--- src/rtl/rat_uart_tx_port_if.sv ---
// RAT MCU port-mapped I/O bus as seen by a peripheral.
// The MCU (master) drives the port address, data and strobe.
// The peripheral (slave) returns a status byte and its select line to the IN_PORT mux.
interface rat_uart_tx_port_if;
  logic [7:0] PORT_ID;
  logic [7:0] OUT_PORT;
  logic       IO_STRB;
  logic [7:0] IN_DATA;
  logic       IN_SEL;

  modport master (
    output PORT_ID,
    output OUT_PORT,
    output IO_STRB,
    input  IN_DATA,
    input  IN_SEL
  );

  modport slave (
    input  PORT_ID,
    input  OUT_PORT,
    input  IO_STRB,
    output IN_DATA,
    output IN_SEL
  );
endinterface

--- src/rtl/rat_uart_tx_port.sv ---
// Port-mapped 8N1 UART transmitter for the RAT MCU.
// Bytes written to DATA_PORT_ID are queued in an 8-deep FIFO and sent LSB first.
// The status port returns {count, ovf, busy, full, empty}.
// Writing a 1 in bit 0 of the status port clears the sticky overflow flag.
// INTR pulses for one cycle when the line goes idle after the last queued byte.
module rat_uart_tx_port #(
  parameter int unsigned CLK_DIV        = 868,
  parameter logic [7:0]  DATA_PORT_ID   = 8'h40,
  parameter logic [7:0]  STATUS_PORT_ID = 8'h41
) (
  input  logic                 clk,
  input  logic                 RESET,
  rat_uart_tx_port_if.slave    io,
  output logic                 TX,
  output logic                 INTR
);

  localparam logic [1:0] ST_IDLE  = 2'd0;
  localparam logic [1:0] ST_START = 2'd1;
  localparam logic [1:0] ST_DATA  = 2'd2;
  localparam logic [1:0] ST_STOP  = 2'd3;

  localparam logic [15:0] BAUD_LAST = 16'(CLK_DIV - 1);

  logic [1:0]  state;
  logic [15:0] baud_cnt;
  logic [2:0]  bit_idx;
  logic [7:0]  shift_reg;
  logic        intr_q;

  logic [7:0]  fifo_mem [8];
  logic [2:0]  wr_ptr;
  logic [2:0]  rd_ptr;
  logic [3:0]  fifo_count;
  logic        ovf;

  logic        fifo_empty;
  logic        fifo_full;
  logic        baud_end;
  logic        push_req;
  logic        clr_req;
  logic        pop;
  logic        push_ok;
  logic        ovf_set;
  logic [7:0]  status;

  assign fifo_empty = (fifo_count == 4'd0);
  assign fifo_full  = (fifo_count == 4'd8);
  assign baud_end   = (baud_cnt == BAUD_LAST);

  assign push_req = io.IO_STRB && (io.PORT_ID == DATA_PORT_ID);
  assign clr_req  = io.IO_STRB && (io.PORT_ID == STATUS_PORT_ID) && io.OUT_PORT[0];

  // A byte leaves the FIFO when an idle transmitter sees data, or when a stop bit
  // ends with more data waiting, so back-to-back frames have no idle gap.
  assign pop = !fifo_empty &&
               ((state == ST_IDLE) || ((state == ST_STOP) && baud_end));

  // A full FIFO still accepts a byte if a slot is freed on the same edge.
  assign push_ok = push_req && (!fifo_full || pop);
  assign ovf_set = push_req && fifo_full && !pop;

  assign status     = {fifo_count, ovf, (state != ST_IDLE), fifo_full, fifo_empty};
  assign io.IN_SEL  = (io.PORT_ID == STATUS_PORT_ID);
  assign io.IN_DATA = io.IN_SEL ? status : 8'h00;
  assign INTR       = intr_q;

  // FIFO storage has no reset; only the pointers and count define its contents.
  always_ff @(posedge clk) begin
    if (push_ok) begin
      fifo_mem[wr_ptr] <= io.OUT_PORT;
    end
  end

  // Pointer and occupancy bookkeeping; a simultaneous push and pop leaves the count unchanged.
  always_ff @(posedge clk or posedge RESET) begin
    if (RESET) begin
      wr_ptr     <= 3'd0;
      rd_ptr     <= 3'd0;
      fifo_count <= 4'd0;
    end else begin
      if (push_ok) begin
        wr_ptr <= wr_ptr + 3'd1;
      end
      if (pop) begin
        rd_ptr <= rd_ptr + 3'd1;
      end
      fifo_count <= fifo_count + {3'd0, push_ok} - {3'd0, pop};
    end
  end

  // Sticky overflow flag; a new overflow beats a clear in the same cycle.
  always_ff @(posedge clk or posedge RESET) begin
    if (RESET) begin
      ovf <= 1'b0;
    end else if (ovf_set) begin
      ovf <= 1'b1;
    end else if (clr_req) begin
      ovf <= 1'b0;
    end
  end

  // Frame sequencer: start bit, eight data bits LSB first, stop bit, each CLK_DIV cycles long.
  always_ff @(posedge clk or posedge RESET) begin
    if (RESET) begin
      state     <= ST_IDLE;
      baud_cnt  <= 16'd0;
      bit_idx   <= 3'd0;
      shift_reg <= 8'd0;
      intr_q    <= 1'b0;
    end else begin
      intr_q <= 1'b0;
      case (state)
        ST_IDLE: begin
          baud_cnt <= 16'd0;
          if (pop) begin
            shift_reg <= fifo_mem[rd_ptr];
            state     <= ST_START;
          end
        end
        ST_START: begin
          if (baud_end) begin
            baud_cnt <= 16'd0;
            bit_idx  <= 3'd0;
            state    <= ST_DATA;
          end else begin
            baud_cnt <= baud_cnt + 16'd1;
          end
        end
        ST_DATA: begin
          if (baud_end) begin
            baud_cnt <= 16'd0;
            if (bit_idx == 3'd7) begin
              state <= ST_STOP;
            end else begin
              shift_reg <= {1'b0, shift_reg[7:1]};
              bit_idx   <= bit_idx + 3'd1;
            end
          end else begin
            baud_cnt <= baud_cnt + 16'd1;
          end
        end
        ST_STOP: begin
          if (baud_end) begin
            baud_cnt <= 16'd0;
            if (pop) begin
              shift_reg <= fifo_mem[rd_ptr];
              state     <= ST_START;
            end else begin
              state  <= ST_IDLE;
              intr_q <= 1'b1;
            end
          end else begin
            baud_cnt <= baud_cnt + 16'd1;
          end
        end
        default: begin
          state    <= ST_IDLE;
          baud_cnt <= 16'd0;
        end
      endcase
    end
  end

  // Line level is decoded from the registered state, so reset forces it high at once.
  always_comb begin
    TX = 1'b1;
    case (state)
      ST_START: TX = 1'b0;
      ST_DATA:  TX = shift_reg[0];
      default:  TX = 1'b1;
    endcase
  end

endmodule

--- src/flat_wrapper.sv ---
// flat-port wrapper written by rule: the top's interface ports become plain ports
module rat_uart_tx_port_flat 
#(
  parameter int unsigned CLK_DIV        = 868,
  parameter logic [7:0]  DATA_PORT_ID   = 8'h40,
  parameter logic [7:0]  STATUS_PORT_ID = 8'h41
)
  (clk, RESET, TX, INTR, io_PORT_ID, io_OUT_PORT, io_IO_STRB, io_IN_DATA, io_IN_SEL);
  rat_uart_tx_port_if io_i ();
  input  logic clk;
  input  logic RESET;
  output logic TX;
  output logic INTR;
  input wire logic [$bits(io_i.PORT_ID)-1:0] io_PORT_ID;
  input wire logic [$bits(io_i.OUT_PORT)-1:0] io_OUT_PORT;
  input wire logic [$bits(io_i.IO_STRB)-1:0] io_IO_STRB;
  output wire logic [$bits(io_i.IN_DATA)-1:0] io_IN_DATA;
  output wire logic [$bits(io_i.IN_SEL)-1:0] io_IN_SEL;
  assign io_i.PORT_ID = io_PORT_ID;
  assign io_i.OUT_PORT = io_OUT_PORT;
  assign io_i.IO_STRB = io_IO_STRB;
  assign io_IN_DATA = io_i.IN_DATA;
  assign io_IN_SEL = io_i.IN_SEL;
  rat_uart_tx_port #(.CLK_DIV(CLK_DIV), .DATA_PORT_ID(DATA_PORT_ID), .STATUS_PORT_ID(STATUS_PORT_ID)) u_core (.clk(clk), .RESET(RESET), .io(io_i), .TX(TX), .INTR(INTR));
endmodule
--- config.mk ---
export PLATFORM = sky130hd
export DESIGN_NAME = rat_uart_tx_port_flat
export DESIGN_NICKNAME = d
export VERILOG_FILES = /design/src/rtl/rat_uart_tx_port_if.sv /design/src/rtl/rat_uart_tx_port.sv /design/src/flat_wrapper.sv
export SDC_FILE = /design/constraint.sdc
export NUM_CORES = 1
export LEC_CHECK = 0
export CAP_MARGIN = 30
export CORE_ASPECT_RATIO = 1.2
export CORE_MARGIN = 5
export CORE_UTILIZATION = 55
export DETAILED_ROUTE_END_ITERATION = 12
export DONT_BUFFER_PORTS = 1
export GPL_TIMING_DRIVEN = 0
export PLACE_DENSITY = 0.76
export SYNTH_ARGS = -nofsm -noshare
export SYNTH_HDL_FRONTEND = slang
export SYNTH_SLANG_ARGS = --single-unit
--- constraint.sdc ---
create_clock -name clk -period 2.95 [get_ports clk]
set_input_delay 0.4425 -clock clk [delete_from_list [all_inputs] [get_ports clk]]
set_output_delay 0.4425 -clock clk [all_outputs]
set_load 0.005 [all_outputs]
## Word level (Yosys, flattened, before mapping)

Memories as Yosys holds them, arrays and structs flattened.
Index checks and enable logic that the tools add are counted.

- Add/subtract/negate cells: 6
- Equality and inequality tests: 14
- Muxes and demuxes: 27
- Reductions and logical operators: 23

Operators by type and width:

| cell | count |
|---|---|
| $mux W8 | 5 |
| $pmux W16 S2 | 1 |
| $pmux W8 S3 | 1 |
| $add A16 B1 Y16 const B | 1 |
| $eq A16 B10 Y1 const B | 1 |
| $eq A8 B7 Y1 const B | 2 |
| $mux W16 | 1 |
| $mux W2 | 5 |
| $ne A2 B1 Y1 const B | 5 |
| $add A3 B1 Y3 const B | 3 |
| $mux W3 | 3 |
| $logic_and A1 B1 Y1 | 8 |
| $mux W1 | 8 |
| $pmux W2 S4 | 1 |
| $reduce_and A4 Y1 | 2 |
| $pmux W3 S2 | 1 |
| $reduce_bool A2 Y1 | 3 |
| $reduce_and A5 Y1 | 1 |
| $add A4 B1 Y4 | 1 |
| $eq A2 B2 Y1 const B | 2 |
| $eq A4 B4 Y1 const B | 1 |
| $logic_not A4 Y1 | 1 |
| $sub A4 B1 Y4 | 1 |
| $eq A3 B3 Y1 const B | 1 |
| other kinds (8) | 11 |

- Bits in registers: 41
- RAM bits: 64
- Output and inout bits: 11
- Logic and storage cells: 80
- Memories: 1

Memories:

| name | words | bits a word | rd ports | clocked after Yosys merged registers in | write ports | line | RTL |
|---|---|---|---|---|---|---|---|
| u_core.fifo_mem | 8 | 8 | 1 | 0 | 1 | rat_uart_tx_port.sv:31 | `logic [7:0] fifo_mem [8];` |

## Depth between registers and ports, before layout

- Depth in word-level cells: 8
- Gate-level depth with buffers: 11

## Worst setup path after synthesis

OpenSTA, ideal clock, no wires.

- Path type: input to register
- From: in io_PORT_ID[5]
- To: mem u_core.fifo_mem[1][0] (enable)
- Setup time: 395 ps
- Arrival: 2700 ps
- Path slack: -145 ps
- Cell stages on the path: 5
- Buffers on the path: 1
- Cell sequence: or4b_1 > or4_1 > o21bai_1 > buf_2 > nor4_1

- Cells in the longest elaborated chain, start to end: 5

RTL lines:

| what | line | RTL |
|---|---|---|
| start, declared | flat_wrapper.sv:14 | `input wire logic [$bits(io_i.PORT_ID)-1:0] io_PORT_ID;` |
| $eq A8 B7 Y1 | rat_uart_tx_port.sv:51 | `assign push_req = io.IO_STRB && (io.PORT_ID == DATA_PORT_ID);` |
| $logic_and A1 B1 Y1 | rat_uart_tx_port.sv:51 |  |
| $logic_and A1 B1 Y1 | rat_uart_tx_port.sv:60 | `assign push_ok = push_req && (!fifo_full \|\| pop);` |
| $mux W1 | rat_uart_tx_port.sv:70 | `if (push_ok) begin` |
| $mux W1 (implied by the code) | rat_uart_tx_port.sv:71 | `fifo_mem[wr_ptr] <= io.OUT_PORT;` |
| end, declared | rat_uart_tx_port.sv:31 |  |

Every way passes these cells.

## Worst setup path after layout

- From: reg u_core.baud_cnt[0]
- To: mem u_core.fifo_mem[4][1] (enable)

- Cells in the longest elaborated chain, start to end: 8

RTL lines:

| what | line | RTL |
|---|---|---|
| start, declared | rat_uart_tx_port.sv:26 | `logic [15:0] baud_cnt;` |
| start signal, assigned | rat_uart_tx_port.sv:127 | `baud_cnt <= baud_cnt + 16'd1;` |
| start signal, assigned | rat_uart_tx_port.sv:140 | `baud_cnt <= baud_cnt + 16'd1;` |
| start signal, assigned | rat_uart_tx_port.sv:154 | `baud_cnt <= baud_cnt + 16'd1;` |
| $eq A16 B10 Y1 | rat_uart_tx_port.sv:49 | `assign baud_end = (baud_cnt == BAUD_LAST);` |
| $logic_and A1 B1 Y1 | rat_uart_tx_port.sv:57 | `((state == ST_IDLE) \|\| ((state == ST_STOP) && baud_end));` |
| $logic_or A1 B1 Y1 | rat_uart_tx_port.sv:57 |  |
| $logic_and A1 B1 Y1 | rat_uart_tx_port.sv:56 | `assign pop = !fifo_empty &&` |
| $logic_or A1 B1 Y1 | rat_uart_tx_port.sv:60 |  |
| $logic_and A1 B1 Y1 | rat_uart_tx_port.sv:60 |  |
| $mux W1 | rat_uart_tx_port.sv:70 |  |
| $mux W1 (implied by the code) | rat_uart_tx_port.sv:71 |  |

Every way passes these cells.

==> metrics.cfg <==
[detailed_routing]
routed_via_density=5.90
dr.first_iter.drc_count=168
ant_nets=0
routedWlPerCell_um=18.1
drc=0
via_count=2978
wl_um=9140
first_pass_iters=4

[clock_network]
clk_pin_slew_ps=100
clk-insertion-delay-late_ps=370
cts-buffers-inserted=9
ctsRootBufferMaster=clkbuf_8
clkSinkCount=105
ctsHtreeMaxLevel=3
cts_tree=yes
clockBufferDepth=2

[logic_synthesis]
syn_avg_cell_area_um2=13.4
yosys.cell_types.count=54
synth.largest_area_cell=edfxtp_1
synth.area.top_cells=edfxtp_1, dfrtp_1, mux2i_1
synth_top_area_share_pct=39.4
postSynthCellCount=363
async_flop_share_pct=39.0
syn-cell-area_um2=4870
synth_commonest_cells=edfxtp_1, dfrtp_1, mux2i_1
synth_ff_type=edfxtp_1
ys_seq_area_share_pct=60.5
ys_ff_latch=105
synthesis.nets=398
synth.most_common_cell=edfxtp_1
synth-edff-count=64
yosysWarnings=0

[global_route]
use_met3_pct=3.59
grt_antenna_before_repair=0
grt.busiest_layer=met2
grt_max_degree=42
grt_pass1_vias=3037
use_met2_pct=28.5
grt_pass1_wl_um=14900
track_usage_pct=18.2
gr-usage-met1_pct=24.6
gr-total-overflow=0

[timing]
fin_crit_ps=2810
tightest_slew_ps=884
hold_violations=0
slew_headroom_pct=41.0
rsz0062_at_grt=no
fin_crit_sh_pct=95.3
clock_skew_ps=11.4
slew_viol_final=0
holdWs_ps=140
max_freq_ghz=0.356
fin_ws_ps=140
final.setup.tns_ps=0
setup_viol=0

[worst_setup_path]
critPathBufInv=3
cp_slowest_cell=or4bb_4
arrival_ps=2900
slowest_delay_ps=600
crit_type=register to register
critPathMostFrequentCell=buf_4
critPathLaunchType=register
cp_data_required_time_ps=3040
path_max_fanout=10
path_cells=ha_2 -> or4bb_4 -> nor4_4 -> buf_4 -> o21bai_1 -> clkbuf_4 -> nor4_2 -> buf_4
rrSetupSlack_ps=140
critPathCaptureType=register
critical-path-top-delay-family=simple AND/OR/NAND/NOR gates

[floorplan]
floorplan.initialDensity_pct=56.6
io_pins=30
die_h_um=113
core_area_um2=8610
fp.dieW_um=95.9
row_count=37
die-area_um2=10900

[pwr]
peakVddDrop_uv=392
leakage_nw=1.97
power_density_nw_per_um2=484

[min_path]
worst_hold_path_type=input pin to asynchronous set/reset pin

[placement]
dp_slack_ps=-359
gp_congestion=0.835
hpwl_um=6540
dpl-instance-area_um2=5120
numPortBuffers=0

[finish]
drive_gt1_share_pct=17.0
area.growth.synth_to_final_pct=10.1
largest_reg_flops=64
fin_area_um2=5370
antennaDiodeCount=0
layout.nets=418

[flow_run]
cap_violations=0

[outcome]
outcome=complete, no violations

==> kinds of logic after synthesis <==
group,count (synthesis),share of synthesized area [%]
compound gates,44,7.55
xor+xnor,17,3.05
fa+ha+maj,16,4.26
buf+inv,34,2.95
flops,105,60.5
mux,42,9.14
simple gates,105,12.6
==> layer usage <==
| layer | wire, µm | up-vias |
|---|---|---|
| met5 | 0 | - |
| li1 | - | 1402 |
| met1 | 4120 | 1488 |
| met2 | 4440 | 73 |
| met3 | 382 | 15 |
| met4 | 197 | 0 |
==> final timing paths <==
| kind | startpoint | endpoint | depth (start not counted) |
|---|---|---|---|
| worst min-delay path | RESET | u_core.baud_cnt[11] | 1 |
| worst max register to register | u_core.baud_cnt[0] | u_core.fifo_mem[4][1] | 8 |
| worst max-delay path | u_core.baud_cnt[0] | u_core.fifo_mem[4][1] | 8 |
| worst min register to register | u_core.baud_cnt[0] | u_core.baud_cnt[0] | 1 |
| min in group clk | io_OUT_PORT[7] | u_core.fifo_mem[6][7] | 0 |
| max in group asynchronous | RESET | u_core.ovf | 1 |
==> cells in the final DEF, fill, tap and decap left out, types with 4 or more instances in the layout <==
cell / n
clkbuf_8: 9
o21ai_0: 6
dfrtp_1: 41
ha_1: 14
a21oi_1: 5
mux2i_1: 31
mux2_2: 10
buf_4: 9
nor4_2: 4
nand2_1: 22
xnor2_1: 10
nand4_1: 5
a22o_1: 6
inv_1: 18
a32o_1: 7
buf_2: 4
buf_1: 4
xor2_1: 7
nor2b_1: 5
nor4_1: 5
nand3_1: 4
or3_1: 4
clkbuf_1: 4
nor4_4: 4
a221oi_1: 8
nor2_1: 22
edfxtp_1: 64
==> metrics by stage <==
stage	util [%]	std cells	power [mW]
2_1_floorplan	-	363	1.71
3_3_place_gp	58.3	480	1.73
3_5_place_dp	59.4	488	1.74
4_1_cts	62.0	505	2.61
5_1_grt	62.3	505	2.70
6_report	62.3	505	2.60
==> report_power, final <==
| group | internal, mW | switching (mW) |
|---|---|---|
| registers | 1.58 | 0.0107 |
| logic | 0.0485 | 0.0687 |
| clock network | 0.400 | 0.488 |
==> final cells by class <==
| type | count | area, µm² |
|---|---|---|
| Fill cell | 684 | 3240 |
| Sequential cell | 105 | 2950 |
| Multi-Input combinational cell | 224 | 1860 |
| Tap cell | 117 | 146 |
| Clock buffer | 9 | 124 |
| Buffer | 15 | 76.3 |
| Clock inverter | 7 | 75.1 |
| Inverter | 19 | 71.3 |
| Timing Repair Buffer | 9 | 65.1 |
==> what timing repair did <==
item | 4_1_cts | 5_1_grt
buffers inserted | 1 | 0
endpoints found under the setup margin | 42 | 16
hold buffers | 0 | 0
pin swaps | 1 | 0
cloned | 0 | 0
gates resized for setup | 3 | 7
Power figures use the tool's default switching activity.
